## config.mk

```make
export PLATFORM = sky130hd
export DESIGN_NAME = ecc_rmw_writer_cache
export DESIGN_NICKNAME = d
export VERILOG_FILES = /design/src/rtl/ecc_rmw_writer_cache_pkg.sv /design/src/rtl/ecc_rmw_merge.sv /design/src/rtl/ecc_rmw_writer_cache.sv
export SDC_FILE = /design/constraint.sdc
export NUM_CORES = 1
export LEC_CHECK = 0
export CORE_ASPECT_RATIO = 0.5
export CORE_MARGIN = 10
export CORE_UTILIZATION = 47
export CTS_CLUSTER_SIZE = 24
export DETAILED_ROUTE_END_ITERATION = 6
export PLACE_DENSITY = 0.82
export SYNTH_ARGS = -nofsm -noshare
export SYNTH_HDL_FRONTEND = slang
export SYNTH_SLANG_ARGS = --single-unit
```

## constraint.sdc

```tcl
create_clock -name clk_i -period 7.3 [get_ports clk_i]
set_input_delay 1.095 -clock clk_i [delete_from_list [all_inputs] [get_ports clk_i]]
set_output_delay 1.095 -clock clk_i [all_outputs]
set_load 0.02 [all_outputs]
```

## src/rtl/ecc_rmw_writer_cache_pkg.sv

```systemverilog
// ecc_rmw_writer_cache_pkg: shared types and Hsiao SECDED helpers
// used by the ECC read-modify-write cache writer and its merge blocks.
package ecc_rmw_writer_cache_pkg;

    localparam int unsigned BlockWidth = 64;
    localparam int unsigned ProtWidth  = 8;
    localparam int unsigned EncWidth   = BlockWidth + ProtWidth;
    localparam int unsigned BlockBytes = BlockWidth / 8;

    typedef enum logic [1:0] {
        CovNone    = 2'd0,
        CovFull    = 2'd1,
        CovPartial = 2'd2
    } cov_e;

    typedef enum logic [1:0] {
        StIdle  = 2'd0,
        StRead  = 2'd1,
        StMerge = 2'd2,
        StWrite = 2'd3
    } state_e;

    function automatic int unsigned popcnt(input logic [ProtWidth-1:0] v);
        int unsigned n;
        n = 0;
        for (int i = 0; i < int'(ProtWidth); i++) begin
            if (v[i]) n++;
        end
        return n;
    endfunction

    // Data-bit columns of the Hsiao matrix: every weight-3 column in
    // ascending order, then weight-5 columns until all data bits are
    // covered. Check bits use the weight-1 unit columns.
    function automatic logic [BlockWidth*ProtWidth-1:0] gen_hcols();
        logic [BlockWidth*ProtWidth-1:0] cols;
        int unsigned n;
        cols = '0;
        n    = 0;
        for (int unsigned w = 3; w <= 5; w += 2) begin
            for (int unsigned v = 0; v < 2**ProtWidth; v++) begin
                if (popcnt(v[ProtWidth-1:0]) == w && n < BlockWidth) begin
                    cols[n*ProtWidth +: ProtWidth] = v[ProtWidth-1:0];
                    n++;
                end
            end
        end
        return cols;
    endfunction

    localparam logic [BlockWidth*ProtWidth-1:0] HCols = gen_hcols();

    function automatic logic [ProtWidth-1:0] hsiao_parity(
        input logic [BlockWidth-1:0] d
    );
        logic [ProtWidth-1:0] p;
        p = '0;
        for (int i = 0; i < int'(BlockWidth); i++) begin
            if (d[i]) p ^= HCols[i*ProtWidth +: ProtWidth];
        end
        return p;
    endfunction

    function automatic cov_e classify(input logic [BlockBytes-1:0] be);
        if (be == '0) return CovNone;
        if (&be) return CovFull;
        return CovPartial;
    endfunction

endpackage

```

## src/rtl/ecc_rmw_merge.sv

```systemverilog
// ecc_rmw_merge: per-block Hsiao correct, byte merge and re-encode.
// Purely combinational; the writer instantiates one per SECDED block.
module ecc_rmw_merge
    import ecc_rmw_writer_cache_pkg::*;
(
    input  cov_e                  i_cov,
    input  logic [EncWidth-1:0]   i_rdata,
    input  logic [BlockWidth-1:0] i_wdata,
    input  logic [BlockBytes-1:0] i_be,
    output logic [EncWidth-1:0]   o_enc,
    output logic                  o_corrected,
    output logic                  o_uncorrectable
);

    logic [ProtWidth-1:0]  w_syn;
    logic [BlockWidth-1:0] w_cor;
    logic [BlockWidth-1:0] w_data;
    logic                  w_hit;

    // syndrome decode; a column match flips that data bit
    always_comb begin
        w_syn = i_rdata[EncWidth-1 -: ProtWidth]
              ^ hsiao_parity(i_rdata[BlockWidth-1:0]);
        w_cor = i_rdata[BlockWidth-1:0];
        w_hit = $onehot(w_syn);
        for (int i = 0; i < int'(BlockWidth); i++) begin
            if (w_syn == HCols[i*ProtWidth +: ProtWidth]) begin
                w_cor[i] = ~w_cor[i];
                w_hit    = 1'b1;
            end
        end
    end

    // overlay enabled bytes on the corrected block and re-encode
    always_comb begin
        w_data = i_wdata;
        if (i_cov == CovPartial) begin
            for (int j = 0; j < int'(BlockBytes); j++) begin
                if (!i_be[j]) w_data[j*8 +: 8] = w_cor[j*8 +: 8];
            end
        end
        o_enc           = {hsiao_parity(w_data), w_data};
        o_corrected     = (i_cov == CovPartial) && (w_syn != '0) && w_hit;
        o_uncorrectable = (i_cov == CovPartial) && (w_syn != '0) && !w_hit;
    end

endmodule

```

## src/rtl/ecc_rmw_writer_cache.sv

```systemverilog
// ecc_rmw_writer_cache: write-side SECDED front end for the cache banks.
// Full blocks are encoded directly, partial blocks are read-corrected-merged.
module ecc_rmw_writer_cache
    import ecc_rmw_writer_cache_pkg::*;
#(
    parameter  int unsigned DataWidth = 128,
    parameter  int unsigned AddrWidth = 8,
    parameter  int unsigned NrWays    = 2,
    localparam int unsigned NumBlocks = DataWidth / BlockWidth,
    localparam int unsigned LineWidth = NumBlocks * EncWidth
)(
    input  logic                              clk_i,
    input  logic                              rst_ni,
    input  logic                              req_valid_i,
    output logic                              req_ready_o,
    input  logic [NrWays-1:0]                 req_way_i,
    input  logic [AddrWidth-1:0]              req_addr_i,
    input  logic [DataWidth-1:0]              req_data_i,
    input  logic [DataWidth/8-1:0]            req_be_i,
    output logic                              done_o,
    output logic                              err_o,
    output logic                              bit_corrected_o,
    output logic                              uncorrectable_o,
    output logic [NrWays-1:0]                 bank_req_o,
    output logic                              bank_we_o,
    output logic [AddrWidth-1:0]              bank_addr_o,
    output logic [LineWidth-1:0]              bank_wdata_o,
    output logic [NumBlocks-1:0]              bank_be_o,
    input  logic                              bank_gnt_i,
    input  logic [NrWays-1:0][LineWidth-1:0]  bank_rdata_i
);

    state_e                 r_state;
    state_e                 w_next;
    logic [NrWays-1:0]      r_way;
    logic [AddrWidth-1:0]   r_addr;
    logic [DataWidth-1:0]   r_data;
    logic [DataWidth/8-1:0] r_be;
    logic [LineWidth-1:0]   r_wline;
    logic                   r_zero_done;

    logic                   w_idle;
    logic                   w_accept;
    logic [DataWidth-1:0]   w_data_sel;
    logic [DataWidth/8-1:0] w_be_sel;
    logic [LineWidth-1:0]   w_rline;
    logic [LineWidth-1:0]   w_enc_line;
    logic [NumBlocks-1:0]   w_partial;
    logic [NumBlocks-1:0]   w_blk_en;
    logic [NumBlocks-1:0]   w_cor;
    logic [NumBlocks-1:0]   w_unc;
    cov_e                   w_cov [NumBlocks];

    assign w_idle     = (r_state == StIdle);
    assign w_accept   = w_idle && req_valid_i;
    assign w_data_sel = w_idle ? req_data_i : r_data;
    assign w_be_sel   = w_idle ? req_be_i : r_be;

    // stored line of the registered target way
    always_comb begin
        w_rline = '0;
        for (int w = 0; w < int'(NrWays); w++) begin
            if (r_way[w]) w_rline = w_rline | bank_rdata_i[w];
        end
    end

    // block coverage: live request in Idle, registered request otherwise
    always_comb begin
        w_partial = '0;
        w_blk_en  = '0;
        for (int b = 0; b < int'(NumBlocks); b++) begin
            w_cov[b]     = classify(w_be_sel[b*BlockBytes +: BlockBytes]);
            w_partial[b] = (w_cov[b] == CovPartial);
            w_blk_en[b]  = |r_be[b*BlockBytes +: BlockBytes];
        end
    end

    for (genvar b = 0; b < NumBlocks; b++) begin : g_blk
        ecc_rmw_merge u_merge (
            .i_cov           (w_cov[b]),
            .i_rdata         (w_rline[b*EncWidth +: EncWidth]),
            .i_wdata         (w_data_sel[b*BlockWidth +: BlockWidth]),
            .i_be            (w_be_sel[b*BlockBytes +: BlockBytes]),
            .o_enc           (w_enc_line[b*EncWidth +: EncWidth]),
            .o_corrected     (w_cor[b]),
            .o_uncorrectable (w_unc[b])
        );
    end

    // state register
    always_ff @(posedge clk_i or negedge rst_ni) begin
        if (!rst_ni) begin
            r_state <= StIdle;
        end else begin
            r_state <= w_next;
        end
    end

    // request capture; encoded line loaded on accept and after merge
    always_ff @(posedge clk_i or negedge rst_ni) begin
        if (!rst_ni) begin
            r_way       <= '0;
            r_addr      <= '0;
            r_data      <= '0;
            r_be        <= '0;
            r_wline     <= '0;
            r_zero_done <= 1'b0;
        end else begin
            r_zero_done <= w_accept && (req_be_i == '0);
            if (w_accept) begin
                r_way   <= req_way_i;
                r_addr  <= req_addr_i;
                r_data  <= req_data_i;
                r_be    <= req_be_i;
                r_wline <= w_enc_line;
            end else if (r_state == StMerge) begin
                r_wline <= w_enc_line;
            end
        end
    end

    // next state and bank/status outputs
    always_comb begin
        w_next          = r_state;
        req_ready_o     = 1'b0;
        done_o          = r_zero_done;
        err_o           = 1'b0;
        bit_corrected_o = 1'b0;
        uncorrectable_o = 1'b0;
        bank_req_o      = '0;
        bank_we_o       = 1'b0;
        bank_addr_o     = '0;
        bank_wdata_o    = '0;
        bank_be_o       = '0;
        unique case (r_state)
            StIdle: begin
                req_ready_o = 1'b1;
                if (req_valid_i && (req_be_i != '0)) begin
                    w_next = (|w_partial) ? StRead : StWrite;
                end
            end
            StRead: begin
                bank_req_o  = r_way;
                bank_addr_o = r_addr;
                if (bank_gnt_i) w_next = StMerge;
            end
            StMerge: begin
                if (|w_unc) begin
                    uncorrectable_o = 1'b1;
                    done_o          = 1'b1;
                    err_o           = 1'b1;
                    w_next          = StIdle;
                end else begin
                    bit_corrected_o = |w_cor;
                    w_next          = StWrite;
                end
            end
            StWrite: begin
                bank_req_o   = r_way;
                bank_we_o    = 1'b1;
                bank_addr_o  = r_addr;
                bank_wdata_o = r_wline;
                bank_be_o    = w_blk_en;
                if (bank_gnt_i) begin
                    done_o = 1'b1;
                    w_next = StIdle;
                end
            end
            default: w_next = StIdle;
        endcase
    end

endmodule

```

==> results.md <==
- Remaining Overflow, GRT: 0
- Die Y: 186 um
- Hold_buf cts: 0
- Placer Congestion: 1.02
- Worst-margin pin slew: 1.08 ns
- Largest net degree at the start of global routing: 168
- Synth-to-Final Area Change: 47.4%
- Chip width: 353 um
- Max-cap violations: 0
- Clk_skew: 0.0265 ns
- Max FO, Critical Path: 3
- Mapped Area: about 0.026 sq mm
- I/O pin total: 608
- First-pass GRT wire length: 187000 um
- Drt first pass iters: 6
- Max Buffers Root-to-Sink: 3
- CTS tree: yes
- Die ar.: 0.0657 sq mm
- FF/Latch Area: 0.00755 sq mm
- Largest family of logic cells by synthesized area: XOR/XNOR gates
- Via/cell ratio: 5.78
- Hold Path Depth: 2
- Placement Cell Area: 0.0365 sq mm
- Hold Slack: between 0.4 and 0.5 ns
- Ys flop type: dfrtp_1
- Antenna-violating nets left: 0
- CTS buffer count: 29
- Drt wl/cell: 26.9 um
- Clock Latency Late Sink: a little over 0.6 ns
- DR DRC count: 0
- Num rows: 60
- Iteration-0 DRC Markers: 3539
- Synth unique cells: 68
- CP Launch Type: input pin
- Critical Path End Type: output port
- Clock transition at the registers of the reported paths: 0.06 ns
- TNS Setup: -2.20 ns
- Setup repair after global routing missed its margin: true
- Global-route usage over all layers: 37.3%
- Fmax: 127 MHz
- Required time worst endpoint: 6.20 ns
- Outcome: complete, but fails checks
- Hold endpoint: r_data[51]
- Placed insts: 4697
- Vias in the first global route: around 28000
- Slew margin rel.: between 20 and 30%
- Total core area: 0.0542 sq mm
- Flop2flop setup slack: roughly 0.98 ns
- DP HPWL: 104000 um
- Synth area leader: dfrtp_1
- Clk sinks: around 300
- Slew Limit Fails: 0
- Routed wire length: approximately 130000 um
- Mux contribution to synthesized area: 12.9%
- Min Clock Period, post-route: 7.87 ns
- Reg2reg end: r_state[0]
- Setup ws final: -0.569 ns
- Worst path arrival time: roughly 6.8 ns
- Simple-gate share of the synthesized area: 18.2%
- Htree depth: 1
- Min-delay src: r_data[51]
- Seq/Total Area, Yosys: between 20% and 30%
- Synth area leaders: dfrtp_1 (29%), xnor2_1 (16%), nand2_1 (9.9%), mux2i_1 (8.8%), xor2_1 (6.6%)
- Final Hold Viols: 0
- Initial Util: 48.0%
- Post-synth EDFFs: 0
- Share of the synthesized area in the top cell type: 29.0%
- Synth Area in Adders: 2.35%
- Layout filler cell count: 4280
- Initial antenna violation count: 26
- Ys Warns: 0
- Reg2Reg Depth: 29
- Syn_nets: 3502
- I/O Buffers: approximately 600
- Mean area per synthesized cell: about 8.6 sq um
- Ratio of cells with drive above 1 in the final layout: around a fifth
- Synth Area in Compound Gates: around 9.7%
- Final std cells w/o fill: a little under 5000
- #FFs+latches synth: 301
- R2R Path Start: r_way[0]
- Area of the multi-input gates: 0.0180 sq mm
- Final setup violation count: 4
- Crit Path Category: in -> out
- Asr flop ratio synth: between 90% and 100%
- Post-route design area: 0.0383 sq mm
- Failing checks: setup timing
- DR vias: 27900
- Clk root buf: clkbuf_16
- XOR/XNOR share of the synthesized area: 23.9%
- Nets: between 4000 and 5000
- Final period util: 108%
- Synth Instances: 3012
- Hold WC Path Type: reg -> reg
[layer usage]
layer,part of all wire [%],GRT usage [%],vias up
met4,3.0,11.8,2
met1,41,49.4,13900
met3,8.5,6.16,220
met2,47,61.7,1465
met5,0.010,0,-
li1,-,-,12300
[cell type report]
class                      count  area share, %
clock buffer                  39           2.12
clock inverter                15          0.382
multi-input combinational   2470           47.1
tap                          744           2.43
sequential                   301           19.7
inverter                      34          0.346
timing repair buffer        1199           27.8
antenna                       22          0.144
[layout by cell type, fill, tap and decap left out, types with 23 or more instances in the layout]
| cell type | n |
|---|---|
| and3_1 | 155 |
| xor2_1 | 184 |
| ha_1 | 29 |
| nor2_1 | 73 |
| dlygate4sd2_1 | 35 |
| o21ai_0 | 100 |
| a22oi_1 | 100 |
| mux2i_1 | 229 |
| mux2_2 | 93 |
| nand2_1 | 688 |
| clkbuf_16 | 29 |
| nand4_1 | 73 |
| dfrtp_1 | 297 |
| buf_4 | 573 |
| a22o_1 | 23 |
| xnor2_1 | 450 |
| clkdlybuf4s50_1 | 561 |
| a22oi_2 | 40 |
| a21oi_1 | 26 |
| inv_1 | 28 |
[kinds of logic after synthesis]
group                      Yosys count
and+or+nand+nor                   1052
muxes                              323
buffers and inverters              241
AOI/OAI and AO/OA                  367
DFF                                301
adders and majority gates           44
xor gates and xnor gates           684
[cell usage after synthesis, types with 4 or more instances]
cell / instances
o22a_1: 5
nor2_1: 73
a31oi_1: 7
buf_1: 22
nand4_1: 73
o21ai_0: 100
and3_1: 155
ha_1: 36
a221oi_1: 10
a21oi_2: 4
o21ai_1: 5
dfrtp_1: 301
nor3_1: 11
mux2_2: 93
nand2_1: 689
o22ai_1: 6
a211oi_1: 5
xnor2_1: 471
clkbuf_1: 137
buf_6: 5
nand3_1: 12
a22o_1: 23
mux2i_1: 229
o2111ai_1: 4
a22oi_1: 140
xor2_1: 195
xnor3_1: 16
fa_1: 8
inv_1: 33
and2_1: 17
o211ai_1: 5
buf_4: 12
buf_2: 31
o32a_1: 5
a21oi_1: 26
[critical path, stage by stage]
cell	delay (ns)
clkdlybuf4s50_1	0.47
a22o_1	0.26
a22o_1	0.19
a221oi_2	0.33
xnor2_1	0.13
xnor2_1	0.29
xor2_1	0.28
inv_1	0.10
ha_2	0.20
inv_2	0.06
fa_1	0.42
inv_2	0.08
fa_1	0.42
ha_2	0.19
fa_1	0.54
nor4b_1	0.05
or4_1	0.42
nor3_2	0.13
nand4_1	0.11
nor3_2	0.16
a22oi_2	0.09
buf_6	0.12
buf_6	0.11
buf_12	0.12
nor3b_4	0.22
buf_6	0.16
[state kept, by name (all words and copies together) (netlist names)]
| register | count |
|---|---|
| r_wline | 144 |
| r_way | 2 |
| r_be | 16 |
| r_data | 128 |
| r_zero_done | 1 |
| r_state | 2 |
| r_addr | 8 |
[stage by stage]
stage | setup slack (ns) | util [%]
floorplan | 0.0165 | -
global placement | -1.07 | 67.3
detailed placement | -1.16 | 67.3
CTS | -0.506 | 70.2
global route | -0.792 | 70.7
finish | -0.569 | 70.7
[worst max path at each step]
stage	startpoint	to	cells past startpoint
3_5_place_dp	bank_rdata_i[21]	err_o	26
5_1_grt	r_way[0]	err_o	28
2_1_floorplan	bank_rdata_i[32]	uncorrectable_o	25
6_report	bank_rdata_i[15]	err_o	26
4_1_cts	r_way[0]	err_o	28
3_3_place_gp	bank_rdata_i[21]	uncorrectable_o	26
[repair_timing]
| action | CTS | global route |
|---|---|---|
| pin swaps | 42 | 29 |
| setup buffers | 47 | 6 |
| endpoints found under the setup margin | 4 | 4 |
| gates resized for setup | 114 | 34 |
Power is not shown: default switching activity piles up to over one toggle a cycle in this logic, so the estimate is an artifact.
